==> config.mk <==
export PLATFORM = sky130hd
export DESIGN_NAME = life_scan_ctrl
export DESIGN_NICKNAME = d
export VERILOG_FILES = /design/src/rtl/life_scan_ctrl.sv
export SDC_FILE = /design/constraint.sdc
export NUM_CORES = 1
export LEC_CHECK = 0
export CORE_MARGIN = 2
export CORE_UTILIZATION = 60
export CTS_CLUSTER_SIZE = 24
export DETAILED_ROUTE_END_ITERATION = 10
export DONT_BUFFER_PORTS = 1
export PLACE_DENSITY = 0.8
export SLEW_MARGIN = 25
export SYNTH_ARGS = -nofsm -noshare
export SYNTH_HDL_FRONTEND = slang
export SYNTH_SLANG_ARGS = --single-unit
==> constraint.sdc <==
create_clock -name clk -period 2.1 [get_ports clk]
set_input_delay 0.63 -clock clk [delete_from_list [all_inputs] [get_ports clk]]
set_output_delay 0.63 -clock clk [all_outputs]
set_load 0.01 [all_outputs]
==> src/rtl/life_scan_ctrl.sv <==
// life_scan_ctrl: runs a job of serial load, generation run and recirculating dump
// for a scan-chained life_cell array.
module life_scan_ctrl #(
   parameter int CHAIN_LEN = 64,
   parameter int GEN_W     = 16,
   parameter int CNT_W     = $clog2(CHAIN_LEN+1)
) (
   input  logic             clk,
   input  logic             reset,
   input  logic             start,
   input  logic [GEN_W-1:0] gen_count,
   input  logic             in_valid,
   input  logic             in_bit,
   output logic             in_ready,
   input  logic             chain_out,
   output logic             scan,
   output logic             scan_val,
   output logic             enb,
   output logic             out_valid,
   output logic             out_bit,
   input  logic             out_ready,
   output logic             busy,
   output logic             done
);
   typedef enum logic [2:0] {IDLE, LOAD, RUN, DUMP, DONE} state_t;
   localparam logic [CNT_W-1:0] LAST = CNT_W'(CHAIN_LEN-1);
   state_t           state, state_nx;
   logic [CNT_W-1:0] bit_cnt, bit_cnt_nx;
   logic [GEN_W-1:0] gen_cnt, gen_cnt_nx;
   logic             last_bit;
   assign last_bit = bit_cnt == LAST;
   assign busy = state != IDLE;
   always_ff @(posedge clk or negedge reset)
      if (!reset) begin
         state   <= IDLE;
         bit_cnt <= '0;
         gen_cnt <= '0;
      end else begin
         state   <= state_nx;
         bit_cnt <= bit_cnt_nx;
         gen_cnt <= gen_cnt_nx;
      end
   always_comb begin
      state_nx   = state;
      bit_cnt_nx = bit_cnt;
      gen_cnt_nx = gen_cnt;
      in_ready   = 1'b0;
      scan       = 1'b0;
      scan_val   = 1'b0;
      enb        = 1'b0;
      out_valid  = 1'b0;
      out_bit    = 1'b0;
      done       = 1'b0;
      case (state)
         IDLE: if (start) begin
            state_nx   = LOAD;
            gen_cnt_nx = gen_count;
            bit_cnt_nx = '0;
         end
         LOAD: begin
            in_ready = 1'b1;
            scan     = in_valid;
            scan_val = in_bit;
            if (in_valid) begin
               bit_cnt_nx = last_bit ? '0 : bit_cnt + 1'b1;
               if (last_bit) state_nx = (gen_cnt != '0) ? RUN : DUMP;
            end
         end
         RUN: begin
            enb        = 1'b1;
            gen_cnt_nx = gen_cnt - 1'b1;
            if (gen_cnt == GEN_W'(1)) state_nx = DUMP;
         end
         DUMP: begin
            out_valid = 1'b1;
            out_bit   = chain_out;
            // recirculate the bit just read so the array is left unchanged
            if (out_ready) begin
               scan       = 1'b1;
               scan_val   = chain_out;
               bit_cnt_nx = last_bit ? '0 : bit_cnt + 1'b1;
               if (last_bit) state_nx = DONE;
            end
         end
         DONE: begin
            done     = 1'b1;
            state_nx = IDLE;
         end
         default: state_nx = IDLE;
      endcase
   end
endmodule

# [After elaboration in Yosys (flattened, before gate mapping)]
# Cells that the tools add are included.
[op_classes] reduce_logical=8 n_eq_ne=12 n_addsub=2 n_mux=24
[op_table] op="16-bit case mux with 2 select lines" count=1
[op_table] op="7-bit 2-to-1 mux" count=4
[op_table] op="7-bit case mux with 3 select lines" count=1
[op_table] op="3-bit 2-to-1 mux" count=6
[op_table] op="16-bit by 1-bit equality test with 1-bit output (second input constant)" count=1
[op_table] op="16-bit 2-to-1 mux" count=1
[op_table] op="16-bit nonzero test" count=1
[op_table] op="16-bit by 1-bit subtractor with 16-bit output (second input constant)" count=1
[op_table] op="2-bit != test (second input constant)" count=6
[op_table] op="3-bit case mux with 4 select lines" count=1
[op_table] op="1-bit 2-to-1 mux" count=8
[op_table] op="7-bit by 1-bit adder with 7-bit output (second input constant)" count=1
[op_table] op="7-bit by 6-bit equality test with 1-bit output (second input constant)" count=1
[op_table] op="3-bit by 2-bit equality test with 1-bit output (second input constant)" count=2
[op_table] op="6-bit AND reduction" count=1
[op_table] op="3-bit nonzero test" count=2
[op_table] op="1-bit case mux with 2 select lines" count=2
[op_table] op="4-bit AND reduction" count=1
[op_table] op="3-bit by 1-bit equality test with 1-bit output (second input constant)" count=1
[op_table] op="3-bit equality test (second input constant)" count=1
[op_table] op="3-bit zero test" count=1
[op_table] op="2-bit AND reduction" count=1
[op_table] op="2-bit nonzero test" count=1
[word_totals] output_inout_bits=8 word_cells=49 regBits=26

# [Longest topological paths before layout]
# Gate-level depths: netlist (run 1).
[depth] word_depth=5 depth_mapped=6 ltp_nobuf=6

# [Worst setup path before layout (run 1)]
# OpenSTA, ideal clock, no wires.
[synth_timing] kind="register to output" start="register state[1]" end="output port scan_val" arrival_time_ps=1321 path_stages_with_launch=6 setup_slack_ps=149 path_cell_list="dfrtp_1 buf_2 clkbuf_1 clkbuf_1 nand3_1 a21oi_1"
[synth_via] elab_chain_cells=2 word_cells_on_any_way=3 cone_classes="2 x eq/ne; 1 x mux"
[synth_lines] element="from (decl)" line="27" source="state_t state, state_nx;"
[synth_lines] element="from (signal assigned)" line="39" source="state <= state_nx;"
[synth_lines] element="3-bit by 2-bit equality test with 1-bit output / 3-bit by 1-bit equality test with 1-bit output (equally long branches)" line="54" source="case (state)"
[synth_lines] element="1-bit case mux with 2 select lines (*)" line="54"
[synth_lines] element="to (decl)" line="17" source="output logic scan_val,"
# Mark *: on every way between the ends. The rest lies on a longest branch, timed or not.

# [Worst setup path after layout (run 1)]
[layout_timing] start="register state[1]" end="output port busy"
[layout_via] elab_chain_cells=1
[layout_lines] element="3-bit nonzero test" line="32" source="assign busy = state != IDLE;"
[layout_lines] element="to (decl)" line="22" source="output logic busy,"
# Every way passes these cells.

==> results of run 1 <==
sequential cells by signal (all words and copies together), names as in the netlist:
signal   count
bit_cnt      7
gen_cnt     16
state        3
how the worst max path moves through the flow:
stage / from / to / slack [ns]
floorplan: state[1]$_DFFE_PN0P_ / scan_val / 0.15
CTS: state[2]$_DFFE_PN0P_ / enb / 0.04
detailed placement: gen_cnt[0]$_DFFE_PN0P_ / gen_cnt[12]$_DFFE_PN0P_ / 0.27
global placement: gen_cnt[0]$_DFFE_PN0P_ / gen_cnt[12]$_DFFE_PN0P_ / 0.33
finish: state[1]$_DFFE_PN0P_ / busy / 0.06
global route: state[2]$_DFFE_PN0P_ / enb / 0.02
power by group:
part	internal, mW	switching, mW	total [mW]
clock network	0.193	0.158	0.350
logic	0.689	0.655	1.34
registers	0.625	0.182	0.807
total	1.51	0.994	2.50
worst max-delay path, cell delays in order, from the launching register on:
cell	delay, ns
sky130_fd_sc_hd__dfrtp_1	0.43
sky130_fd_sc_hd__buf_4	0.22
sky130_fd_sc_hd__or3_1	0.43
repair_timing:
| item | in CTS | in global routing |
|---|---|---|
| endpoints found under the hold margin | 26 | 0 |
| gates resized for setup | 3 | 1 |
| hold buffers | 1 | 0 |
| endpoints found under the setup margin | 3 | 3 |
| pin swaps | 0 | 0 |
final cells by class:
type | instances | area, um^2 | area share
Clock inverter | 1 | 30.0 | 0.0159
Clock buffer | 3 | 22.5 | 0.0119
Inverter | 7 | 26.3 | 0.0139
Sequential cell | 26 | 652 | 0.345
Multi-Input combinational cell | 158 | 1050 | 0.558
Timing Repair Buffer | 7 | 65.1 | 0.0345
Tap cell | 31 | 38.8 | 0.0206
stage by stage:
stage	area, um^2	util	cells
2_1_floorplan	1790	-	204
3_3_place_gp	1810	0.650	228
3_5_place_dp	1810	0.650	228
4_1_cts	1890	0.678	233
5_1_grt	1890	0.678	233
6_report	1890	0.678	233
cells by family after synthesis:
family / Yosys count
xor gates and xnor gates: 2
buffers and inverters: 20
muxes: 11
DFF: 26
adders and majority gates: 4
AOI/OAI and AO/OA: 62
and+or+nand+nor: 79
layout by cell type (no fill, tap or decap), types with 2 or more instances in the layout:
cell type,n
sky130_fd_sc_hd__dfrtp_1,25
sky130_fd_sc_hd__a21oi_1,17
sky130_fd_sc_hd__nand2_1,16
sky130_fd_sc_hd__o22ai_1,12
sky130_fd_sc_hd__nor2_1,11
sky130_fd_sc_hd__o21ai_0,11
sky130_fd_sc_hd__nor3_1,10
sky130_fd_sc_hd__mux2i_1,9
sky130_fd_sc_hd__inv_1,6
sky130_fd_sc_hd__nand3_1,6
sky130_fd_sc_hd__nand4_1,6
sky130_fd_sc_hd__buf_4,6
sky130_fd_sc_hd__and3_1,4
sky130_fd_sc_hd__o22a_1,4
sky130_fd_sc_hd__ha_1,4
sky130_fd_sc_hd__a31oi_1,3
sky130_fd_sc_hd__clkbuf_4,3
sky130_fd_sc_hd__nor2_2,2
sky130_fd_sc_hd__nand2b_1,2
sky130_fd_sc_hd__o21a_1,2
sky130_fd_sc_hd__or4_4,2
sky130_fd_sc_hd__nor4_1,2
sky130_fd_sc_hd__nand3b_1,2
sky130_fd_sc_hd__mux2_2,2
sky130_fd_sc_hd__or4_1,2
routing by layer:
metal,track usage,vias to the layer above,share of wire
li1,-,765,-
met1,0.306,726,0.42
met2,0.448,56,0.51
met3,0.0396,6,0.063
met4,0.0747,0,0.0083
met5,0,-,0
==> metrics, run 1 <==
run status=finished, final reports clean; number of buffers inserted to repair setup after CTS=0; Max Root-Sink Buffers=2; synthesized-area fraction occupied by adder cells=0.0280; primary flip-flop cell chosen by synthesis mapping=sky130_fd_sc_hd__dfrtp_1; Setup Crit Path Kind=flop to primary output; number of H-tree levels=1; Wirelength per Cell=17.5 um; final-layout fill cell count=236; fraction of registers with async set or reset after synthesis=1.00; starting density of the core=0.642; detailed-routing iteration count for the pre-antenna-repair pass=4; Synth top area share=0.364; share of the synthesized area in compound gates (AO/OA/AOI/OAI)=0.224; proportion of synthesized chip area in sequential cells=0.364; time the final worst path needs with I/O delays and setup=2.04 ns; Final Max Tran Viols=0; main combinational cell family by area after synthesis=simple AND/OR/NAND/NOR gates; core region area=2780 um^2; highest net fanout along the worst path=23; register bit total from synthesis=26; cell accounting for the most synthesized area=sky130_fd_sc_hd__dfrtp_1; Final Hold Violating Endpoints=0; Crit. End Element=primary output; total power density per cell area=1330 nW/um^2; growth of design area from synthesis to finish=5.60%; die outline area=3430 um^2; Tot GR Track Use=0.249; remaining antenna violation count=0; ant diodes=0; Synth top cells by count=26 x sky130_fd_sc_hd__dfrtp_1, 17 x sky130_fd_sc_hd__a21oi_1, 16 x sky130_fd_sc_hd__nand2_1; per-instance average area after synthesis=8.76 um^2; Max Clock Freq=491 MHz; post-synthesis share of cell area spent on xor and xnor gates=0.00980; Worst EP arrival=1.41 ns; cells on worst reg2reg path=6; unrepaired setup endpoints after global routing=false; Nets=230; aggregate routed wire length=4.08 mm; antenna violations before repair=0; summed instance area of the synthesized netlist=1790 um^2; max capacitance violation total=0; critical path launch point type=flop; total clock buffers created by CTS=3; Hold Slack=0.0911 ns; Post-Synthesis Cells=204; maximum vdd ir drop=1.08 mV; worst reg2reg path startpoint=gen_cnt[0]$_DFFE_PN0P_; Overflow after GRT=0; remaining design rule violation count=0; source-to-sink clock delay at the later pin of the worst-skew pair=0.32 ns; Slew @ Worst Pin=0.496 ns; leakage dissipation=0.856 nW; die boundary width=58.6 um; routed via count divided by cell count=6.67; number of vias in the routed layout=1553; cell chosen for the clock root=sky130_fd_sc_hd__clkbuf_4; Post-Synth Simple-Gate Area=0.261; CTS Sinks=26; worst max-slew margin expressed relative to the limit=0.667; maximum number of pins on one net before global-route repair=27; die height=58.6 um; gpl congestion=0.811; class of the tightest hold or removal check=primary input to asynchronous set/reset pin; Setup Skew=0.0102 ns; share of post-route cells with drive strength above 1=0.158; worst reg2reg endpoint=gen_cnt[12]$_DFFE_PN0P_; Total Power Consumption=2.50 mW; Finish-stage setup viols=0; number of placed I/O pins=31; Netlist cell types=54; count leader, synth=sky130_fd_sc_hd__dfrtp_1; reg-to-reg setup timing slack=0.24 ns; endpoint required time on the critical path=1.47 ns; vias in the first global route=1561; Post-synth EDFFs=0; Synth Net Count=231; cell types with the largest area share after synthesis=sky130_fd_sc_hd__dfrtp_1 36%, sky130_fd_sc_hd__mux2i_1 5.0%, sky130_fd_sc_hd__a21oi_1 4.8%; clock slew seen by the registers of the worst setup and hold paths=0.16 ns; period utilisation layout=0.970; total negative setup slack=0 ns; wire length of the first global-routing pass=6.73 mm; worst setup slack after layout=0.0624 ns; TritonCTS clock tree=done; synthesis warning total=0; first-iteration detailed-routing DRC count=49; sum of net half-perimeters after detailed placement=3.00 mm; worst-case setup slack after placement=0.270 ns; FP Rows=19; count of input and output buffers=0; portion of netlist area occupied by mux cells=0.0630
Power figures use the tool's default switching activity.
==> inputs of run 2 (changes only) <==
- CAP_MARGIN: unset -> 20
==> results of run 2 <==
No change in the layout: final DEF, timing and power equal those of run 1.
==> inputs of run 3 (changes only) <==
- CORE_MARGIN: 2 -> unset
- CORE_UTILIZATION: 60 -> 53
- DONT_BUFFER_PORTS: 1 -> unset
- PLACE_DENSITY: 0.8 -> 0.84
==> run 3 against run 2 <==
Compared with the run above: the run now ends with setup timing left; clock-buffer cell count did not move; register-to-register slack barely moved; first-iteration DRC count rose to 2.5 times the previous value; routed wire length rose by 9.0%; flip-flop and latch count did not move; clock skew fell by 0.0085 ns; worst hold slack improved by 0.43 ns; power rose by 6.8%; fmax fell by 3.0%; non-clock buffer count rose by 51; sequential power fell by 0.6%; critical path type unchanged; largest cell class unchanged.
==> metrics, run 3 (synthesis results as in run 1) <==
run status=complete, but fails checks; violated checks=setup timing; core region area=3130 um^2; share of post-route cells with drive strength above 1=0.253; remaining antenna violation count=0; worst max-slew margin expressed relative to the limit=0.666; count of input and output buffers=30; unrepaired setup endpoints after global routing=true; Final Max Tran Viols=0; Overflow after GRT=0; remaining design rule violation count=0; leakage dissipation=1.09 nW; GRT met3 Usage=0.0541; starting density of the core=0.571; clock slew seen by the registers of the worst setup and hold paths=0.16 ns; highest net fanout along the worst path=4; longest individual stage delay on the worst path=0.43 ns; gpl congestion=0.863; most prevalent standard cell on the critical path=sky130_fd_sc_hd__buf_6; time the final worst path needs with I/O delays and setup=2.10 ns; register ranked first by flip-flop count=gen_cnt; FP Rows=20; source-to-sink clock delay at the later pin of the worst-skew pair=0.34 ns; most frequent standard cell in the layout excluding fill and tap cells=sky130_fd_sc_hd__dfrtp_1; worst setup slack after layout=-0.000992 ns; commonest cells after routing, fill and taps aside=25 x sky130_fd_sc_hd__dfrtp_1, 23 x sky130_fd_sc_hd__buf_4, 20 x sky130_fd_sc_hd__clkdlybuf4s50_1; class of the tightest hold or removal check=flop to flop; Setup Crit Path Kind=flop to primary output; Slew @ Worst Pin=0.496 ns; antenna violations before repair=0; endpoint required time on the critical path=1.47 ns; die height=60.1 um; number of vias in the routed layout=1769; critical path launch point type=flop; vias in the first global route=1532; Tot GR Track Use=0.263; CP Cell Sequence=buf_6 > buf_6 > or3_4 > buf_6; Crit. End Element=primary output; Final Hold Violating Endpoints=0; die boundary width=60.1 um; wire length of the first global-routing pass=7.13 mm; final-layout fill cell count=226; count of non-filler cells in the finished layout=297; Wirelength per Cell=15.0 um; number of buffers and inverters on the critical path=3; routed via count divided by cell count=5.96; max capacitance violation total=0; sum of net half-perimeters after detailed placement=3.07 mm; maximum vdd ir drop=0.668 mV; Worst EP arrival=1.47 ns; Hold Buf Count CTS=0; die outline area=3610 um^2; Top Registers=gen_cnt: 16 flops, bit_cnt: 7 flops, state: 3 flops; total power density per cell area=1130 nW/um^2; Setup Skew=0.00170 ns; Max Clock Freq=476 MHz; Hold Slack=0.522 ns; Nets=281; first-iteration detailed-routing DRC count=124; detailed-routing iteration count for the pre-antenna-repair pass=4; Max Root-Sink Buffers=2; TritonCTS clock tree=done; met2 GRT Util=0.414; Finish-stage setup viols=1; aggregate routed wire length=4.44 mm; ant diodes=0; flip-flop count of the largest register, all copies and words added=16; cell chosen for the clock root=sky130_fd_sc_hd__clkbuf_4; reg-to-reg setup timing slack=0.23 ns; total clock buffers created by CTS=3; number of H-tree levels=1; period utilisation layout=1.00; crit path max-delay cell type=sky130_fd_sc_hd__dfrtp_1; Top Usage Layer GRT=met2; kind of cell with the highest combined delay on the critical path=flip-flops; number of placed I/O pins=31; growth of design area from synthesis to finish=32.1%; grt met1 use=0.375; total instance count after detailed placement=288; maximum number of pins on one net before global-route repair=27; CTS Sinks=26
run 3: final cells by class:
class                      instances  area [um^2]  area share
inverter                           7         28.8      0.0122
timing repair buffer              58          504       0.214
clock buffer                       3         22.5     0.00954
tap                               44         55.1      0.0233
clock inverter                     1         30.0      0.0127
multi-input combinational        158         1070       0.453
sequential                        26          652       0.276
run 3: routing by layer:
| metal | vias up | part of all wire |
|---|---|---|
| met5 | - | 0 |
| met4 | 0 | 0.0036 |
| met3 | 2 | 0.042 |
| met2 | 52 | 0.48 |
| met1 | 853 | 0.48 |
| li1 | 862 | - |
run 3: path summary, 6_finish.rpt:
path                                         from                       to  cells past startpoint
max in group asynchronous                   reset     state[0]$_DFFE_PN0P_                      2
setup reg to reg           gen_cnt[1]$_DFFE_PN0P_  gen_cnt[12]$_DFFE_PN0P_                      6
hold / removal             bit_cnt[6]$_DFFE_PN0P_   bit_cnt[6]$_DFFE_PN0P_                      1
hold reg to reg            bit_cnt[6]$_DFFE_PN0P_   bit_cnt[6]$_DFFE_PN0P_                      1
min in group asynchronous                   reset   bit_cnt[5]$_DFFE_PN0P_                      2
setup / recovery             state[2]$_DFFE_PN0P_                     busy                      4
run 3: what timing repair did:
item,CTS,global route
setup buffers,4,1
pin swaps,3,2
hold endpoints to repair,0,0
setup endpoints to repair,8,7
resized for setup,38,10
run 3: where the power goes:
group          internal (mW)  switching [mW]
clock                  0.193           0.172
combinational          0.796           0.709
sequential             0.625           0.177
run 3: stage by stage:
stage,area (um^2),setup slack [ns],power [mW],TNS [ns],utilization
finish,2360,-0.000992,2.67,-0.000992,0.755
global route,2360,-0.0486,2.86,-0.109,0.755
CTS,2330,0.00846,2.64,0,0.745
detailed placement,2250,-0.492,2.29,-2.64,0.720
global placement,2250,-0.496,2.25,-1.86,0.720
floorplan,1790,0.149,1.92,0,-
